### config.mk
export PLATFORM = sky130hd
export DESIGN_NAME = bus_a8_responder
export DESIGN_NICKNAME = d
export VERILOG_FILES = /design/src/rtl/bus_a8_responder.sv
export SDC_FILE = /design/constraint.sdc
export NUM_CORES = 1
export LEC_CHECK = 0
export ABC_AREA = 1
export CAP_MARGIN = 10
export CORE_ASPECT_RATIO = 0.8
export CORE_MARGIN = 2
export CORE_UTILIZATION = 43
export CTS_CLUSTER_SIZE = 28
export DETAILED_ROUTE_END_ITERATION = 7
export GPL_ROUTABILITY_DRIVEN = 0
export HOLD_SLACK_MARGIN = 0.08
export MAX_ROUTING_LAYER = met4
export PLACE_DENSITY_LB_ADDON = 0.12
export SYNTH_ARGS = -nofsm -noshare
export SYNTH_HDL_FRONTEND = slang
export SYNTH_SLANG_ARGS = --single-unit
### constraint.sdc
create_clock -name clk200 -period 1.9 [get_ports clk200]
set_input_delay 0.38 -clock clk200 [delete_from_list [all_inputs] [get_ports clk200]]
set_output_delay 0.38 -clock clk200 [all_outputs]
set_load 0.05 [all_outputs]
### src/rtl/bus_a8_responder.sv
// bus_a8_responder: serves claimed A8 bus cycles from a memory-side port.
// Optional write path enabled by defining BUS_A8_RESP_WRITE_EN.
`timescale 1ns/1ps
module bus_a8_responder #(
  parameter int TICK_BITS          = 7,
  parameter int TICK_DECIDE        = 34,
  parameter int TICK_WRITE_VALID   = 82,
  parameter int TICK_READ_DEADLINE = 90,
  parameter int HOLD_TICKS         = 4
) (
  input  logic        clk200,
  input  logic        rst,
  input  logic        a8_clk,
  input  logic        a8_rw_n,
  input  logic [15:0] a8_addr,
  input  logic [7:0]  a8_data_in,
  input  logic        a8_extsel_n,
  output logic [7:0]  a8_data_out,
  output logic        a8_data_oe,
  output logic        mem_req,
  output logic        mem_we,
  output logic [15:0] mem_addr,
  output logic [7:0]  mem_wdata,
  input  logic        mem_ack,
  input  logic [7:0]  mem_rdata,
  output logic        rd_timeout,
  output logic        wr_drop
);

  localparam int HOLD_W =
    (HOLD_TICKS > 1) ? $clog2(HOLD_TICKS) : 1;
  localparam logic [HOLD_W-1:0] HOLD_LAST =
    HOLD_W'(HOLD_TICKS - 1);

  typedef enum logic [2:0] {
    IDLE,
    RD_REQ,
    DRIVE,
    HOLD,
    WR_WAIT,
    WR_REQ
  } state_e;

  state_e               state_q, state_d;
  logic [2:0]           sync_q, sync_d;
  logic [TICK_BITS-1:0] ticks_q, ticks_d;
  logic [HOLD_W-1:0]    hold_q, hold_d;
  logic [7:0]           dout_q, dout_d;
  logic                 oe_q, oe_d;
  logic                 req_q, req_d;
  logic [15:0]          addr_q, addr_d;
  logic                 rd_to_q, rd_to_d;
`ifdef BUS_A8_RESP_WRITE_EN
  logic                 we_q, we_d;
  logic [7:0]           wdata_q, wdata_d;
  logic                 drop_q, drop_d;
`endif

  logic fall;
  logic claim;
  logic at_decide;
  logic at_wvalid;
  logic at_deadline;

  // bit 2 is the oldest sample of a8_clk
  assign fall        = sync_q[2] & ~sync_q[1];
  assign at_decide   = ticks_q == TICK_BITS'(TICK_DECIDE);
  assign at_wvalid   = ticks_q == TICK_BITS'(TICK_WRITE_VALID);
  assign at_deadline = ticks_q == TICK_BITS'(TICK_READ_DEADLINE);
  assign claim       = at_decide & ~a8_extsel_n;

  always_comb begin
    sync_d  = {sync_q[1:0], a8_clk};
    ticks_d = ticks_q;
    if (fall) begin
      ticks_d = '0;
    end else if (ticks_q != '1) begin
      ticks_d = ticks_q + 1'b1;
    end
    state_d = state_q;
    hold_d  = hold_q;
    dout_d  = dout_q;
    oe_d    = oe_q;
    req_d   = req_q;
    addr_d  = addr_q;
    rd_to_d = 1'b0;
`ifdef BUS_A8_RESP_WRITE_EN
    we_d    = we_q;
    wdata_d = wdata_q;
    drop_d  = 1'b0;
`endif
    unique case (state_q)
      IDLE: begin
        if (claim) begin
          addr_d = a8_addr;
          if (a8_rw_n) begin
            state_d = RD_REQ;
            req_d   = 1'b1;
          end
`ifdef BUS_A8_RESP_WRITE_EN
          else begin
            state_d = WR_WAIT;
          end
`endif
        end
      end
      RD_REQ: begin
        if (mem_ack) begin
          dout_d  = mem_rdata;
          oe_d    = 1'b1;
          req_d   = 1'b0;
          state_d = DRIVE;
        end else if (at_deadline) begin
          dout_d  = 8'hFF;
          oe_d    = 1'b1;
          rd_to_d = 1'b1;
          req_d   = 1'b0;
          state_d = DRIVE;
        end
      end
      DRIVE: begin
        if (fall) begin
          hold_d  = '0;
          state_d = HOLD;
        end
      end
      HOLD: begin
        if (hold_q == HOLD_LAST) begin
          oe_d    = 1'b0;
          state_d = IDLE;
        end else begin
          hold_d = hold_q + 1'b1;
        end
      end
`ifdef BUS_A8_RESP_WRITE_EN
      WR_WAIT: begin
        if (fall) begin
          state_d = IDLE;
        end else if (at_wvalid) begin
          wdata_d = a8_data_in;
          req_d   = 1'b1;
          we_d    = 1'b1;
          state_d = WR_REQ;
        end
      end
      WR_REQ: begin
        // a cycle claimed while the write is still pending is lost
        if (claim) begin
          drop_d = 1'b1;
        end
        if (mem_ack) begin
          req_d   = 1'b0;
          we_d    = 1'b0;
          state_d = IDLE;
        end
      end
`else
      WR_WAIT, WR_REQ: begin
        state_d = IDLE;
      end
`endif
      default: begin
        state_d = IDLE;
      end
    endcase
  end

  always_ff @(posedge clk200) begin
    if (rst) begin
      state_q <= IDLE;
      sync_q  <= '0;
      ticks_q <= '0;
      hold_q  <= '0;
      dout_q  <= 8'h00;
      oe_q    <= 1'b0;
      req_q   <= 1'b0;
      addr_q  <= '0;
      rd_to_q <= 1'b0;
`ifdef BUS_A8_RESP_WRITE_EN
      we_q    <= 1'b0;
      wdata_q <= 8'h00;
      drop_q  <= 1'b0;
`endif
    end else begin
      state_q <= state_d;
      sync_q  <= sync_d;
      ticks_q <= ticks_d;
      hold_q  <= hold_d;
      dout_q  <= dout_d;
      oe_q    <= oe_d;
      req_q   <= req_d;
      addr_q  <= addr_d;
      rd_to_q <= rd_to_d;
`ifdef BUS_A8_RESP_WRITE_EN
      we_q    <= we_d;
      wdata_q <= wdata_d;
      drop_q  <= drop_d;
`endif
    end
  end

  assign a8_data_out = dout_q;
  assign a8_data_oe  = oe_q;
  assign mem_req     = req_q;
  assign mem_addr    = addr_q;
  assign rd_timeout  = rd_to_q;

`ifdef BUS_A8_RESP_WRITE_EN
  assign mem_we      = we_q;
  assign mem_wdata   = wdata_q;
  assign wr_drop     = drop_q;
`else
  logic unused_wr;
  assign unused_wr   = ^{a8_data_in, at_wvalid};
  assign mem_we      = 1'b0;
  assign mem_wdata   = 8'h00;
  assign wr_drop     = 1'b0;
`endif

endmodule

==> results.md <==
* VDD IR max at 0.412 mV
* Core ar. at roughly 0.0042 sq mm
* Overflow after GRT at 0
* Area delta synth->final at 35.1%
* Count of cell types in the netlist at 26
* Drt initial violations at 53
* Critical path buffers and inverters at 1
* Fmax achieved at between 0.5 and 0.6 GHz
* CTS Hold Bufs at 0
* Worst R2R End: ticks_q[1]$_SDFFE_PP0P_
* Vias per std cell at 4.55
* Most frequent cells in the layout: clkdlybuf4s50_1, nor2_1, dfxtp_1, inv_1, a21oi_1
* Initial core utilization at between 40% and 50%
* CTS Sinks at 41
* Worst path max stage delay at 0.81 ns
* Initial antenna violation count at 0
* H-tree depth at 2
* Port Buffers at 56
* Crit path to: mem_addr[15]
* Vias in the first global route at 1418
* R2r startpoint: ticks_q[0]$_SDFFE_PP0P_
* Min Tclk post-route at 1.82 ns
* Critical Path End Type: primary output
* Ys Warns at 0
* Setup violators final at 0
* Longest Clk Path Bufs at 2
* Final hold viol count at 0
* Synthesized area per cell at 7.50 sq um
* DIE WIDTH at slightly below 80 um
* Unrepaired setup endpoints after global routing: no
* Most common cell after layout, fill and taps aside: clkdlybuf4s50_1
* CTS Buf Count at 5
* WL final at 3760 um
* Critical Path RT at roughly 1.5 ns
* CP max stage cell: clkdlybuf4s50_1
* Slew margin rel. at ~66%
* Pwr Density at 778 mW/mm^2
* CTS tree: done
* ANT nets after route at 0
* WP depth at 1
* Antenna cells at 0
* Largest net degree at the start of global routing at 26
* Routed WL per cell at 10.3 um
* Tightest Pin Transition at 0.507 ns
* Worst Path Max Fanout at 2
* Fin. max-slew vios at 0
* Reg2reg path depth at 6
* Outcome: completed
* Mapped Area at between 0.0015 and 0.002 sq mm
* Worst-path clk slew at 0.08 ns
* CP cell instances: clkdlybuf4s50_1
* Sequential-to-total area share from yosys stat at 44.1%
* Max Cap Viol at 0
* Vias at 1661
* Post-synth EDFFs at 0
* Worst Path Arrival at 1.44 ns
* Synth top area cells: dfxtp_1, nor2_1, a21oi_1
* #FFs+latches synth at 41
* Crit path from: mem_addr[15]$_SDFFE_PP0P_
* DIE AREA at 0.00487 sq mm
* Top Family by Delay on Critical Path: buffers and inverters
* Crit start category: flop
* # DRC at 0
* Clock skew at 0.00740 ns
* GRT Total Usage at approximately 17%
* Critical path type: flop to primary output
* Sum of negative setup slack at 0 ns
* Flop-to-flop setup slack at between 0.3 and 0.4 ns
* DRT Pass-1 Iters at 4
* Clock Latency Late Sink at ~0.29 ns
* HP Class: flop to flop
* First-pass GRT wire length at 6310 um
* Cells after synthesis at 248
* Post-synth top flop: dfxtp_1
* Nets at 353
* Die Y at 62.8 um
* Largest area contributor in the netlist: dfxtp_1
* Num rows at 21
* CTS root buf: clkbuf_8
* Final period util at 96.0%
* Post-CTS repair timing setup buffer count at 0
* Post-cts sizing count at 0
* Post-DP HPWL at between 2000 and 3000 um
* Synth top area share at 44.1%
* Async SR Flop Fraction at 0%
* IO Pins at 75
* Final Power at roughly 2.0 mW
* Leakage at 1.15 nW
* Share of cells above drive strength 1 at 6.82%
## logic make-up after synthesis
family | after synthesis | synth area share (%)
AND/OR/NAND/NOR | 104 | 24.7
buffers and inverters | 48 | 12.6
AO/OA/AOI/OAI | 45 | 12.6
flip-flops | 41 | 44.1
adder cells (fa/ha/maj) | 8 | 5.38
XOR/XNOR | 1 | 0.471
other | 1 | 0.202
## how the worst min path moves through the flow
stage	startpoint	end	slack (ns)	cells after the start
2_1_floorplan	sync_q[0]$_SDFF_PP0_	sync_q[1]$_SDFF_PP0_	0.39	2
3_3_place_gp	sync_q[0]$_SDFF_PP0_	sync_q[1]$_SDFF_PP0_	0.40	2
3_5_place_dp	sync_q[0]$_SDFF_PP0_	sync_q[1]$_SDFF_PP0_	0.40	2
4_1_cts	sync_q[0]$_SDFF_PP0_	sync_q[1]$_SDFF_PP0_	0.44	2
5_1_grt	sync_q[0]$_SDFF_PP0_	sync_q[1]$_SDFF_PP0_	0.47	2
6_report	sync_q[0]$_SDFF_PP0_	sync_q[1]$_SDFF_PP0_	0.43	2
## metal layers
layer	global-route usage, %	vias to the layer above	share of wire [%]
met5	-	-	0
met4	6.70	0	1.4
met3	4.77	7	6.3
met2	25.5	53	42
met1	20.4	705	50
li1	-	896	-
## power breakdown
part	switching [mW]	total, mW	internal [mW]	leakage, nW
clock network	0.282	0.537	0.254	0.0450
registers	0.0297	0.935	0.905	0.331
logic	0.315	0.485	0.170	0.773
## cell usage after synthesis, types with 2 or more instances
master,n
nand3_1,7
a21oi_1,28
inv_1,31
nor3_1,16
nand4_1,2
a31oi_1,2
nand2_1,24
ha_1,8
dfxtp_1,41
clkbuf_1,4
buf_6,2
nor2_1,48
o21ai_0,13
buf_4,10
## stage by stage
step	cells	setup slack (ns)	hold slack, ns	utilization [%]	cell area, sq um
detailed placement	357	0.230	0.405	58.2	2430
CTS	365	0.0699	0.440	60.2	2510
global placement	357	0.236	0.396	58.2	2430
finish	365	0.0767	0.429	60.2	2510
floorplan	257	0.521	0.388	-	1890
global route	365	0.0338	0.467	60.2	2510
## sequential cells by signal, summed over array words and instances, names as in the netlist
| signal | count |
|---|---|
| mem_req | 1 |
| ticks_q | 7 |
| a8_data_oe | 1 |
| state_q | 2 |
| sync_q | 3 |
| rd_timeout | 1 |
| mem_addr | 16 |
| hold_q | 2 |
| a8_data_out | 8 |
## final cells by class
| cell class | count | area [sq um] |
|---|---|---|
| multi-input combinational | 168 | 840 |
| sequential | 41 | 821 |
| clock inverter | 2 | 10.0 |
| clock buffer | 6 | 72.6 |
| timing repair buffer | 60 | 583 |
| tap | 57 | 71.3 |
| inverter | 31 | 116 |
| fill | 392 | 1660 |
(Power assumes the default switching activity.)
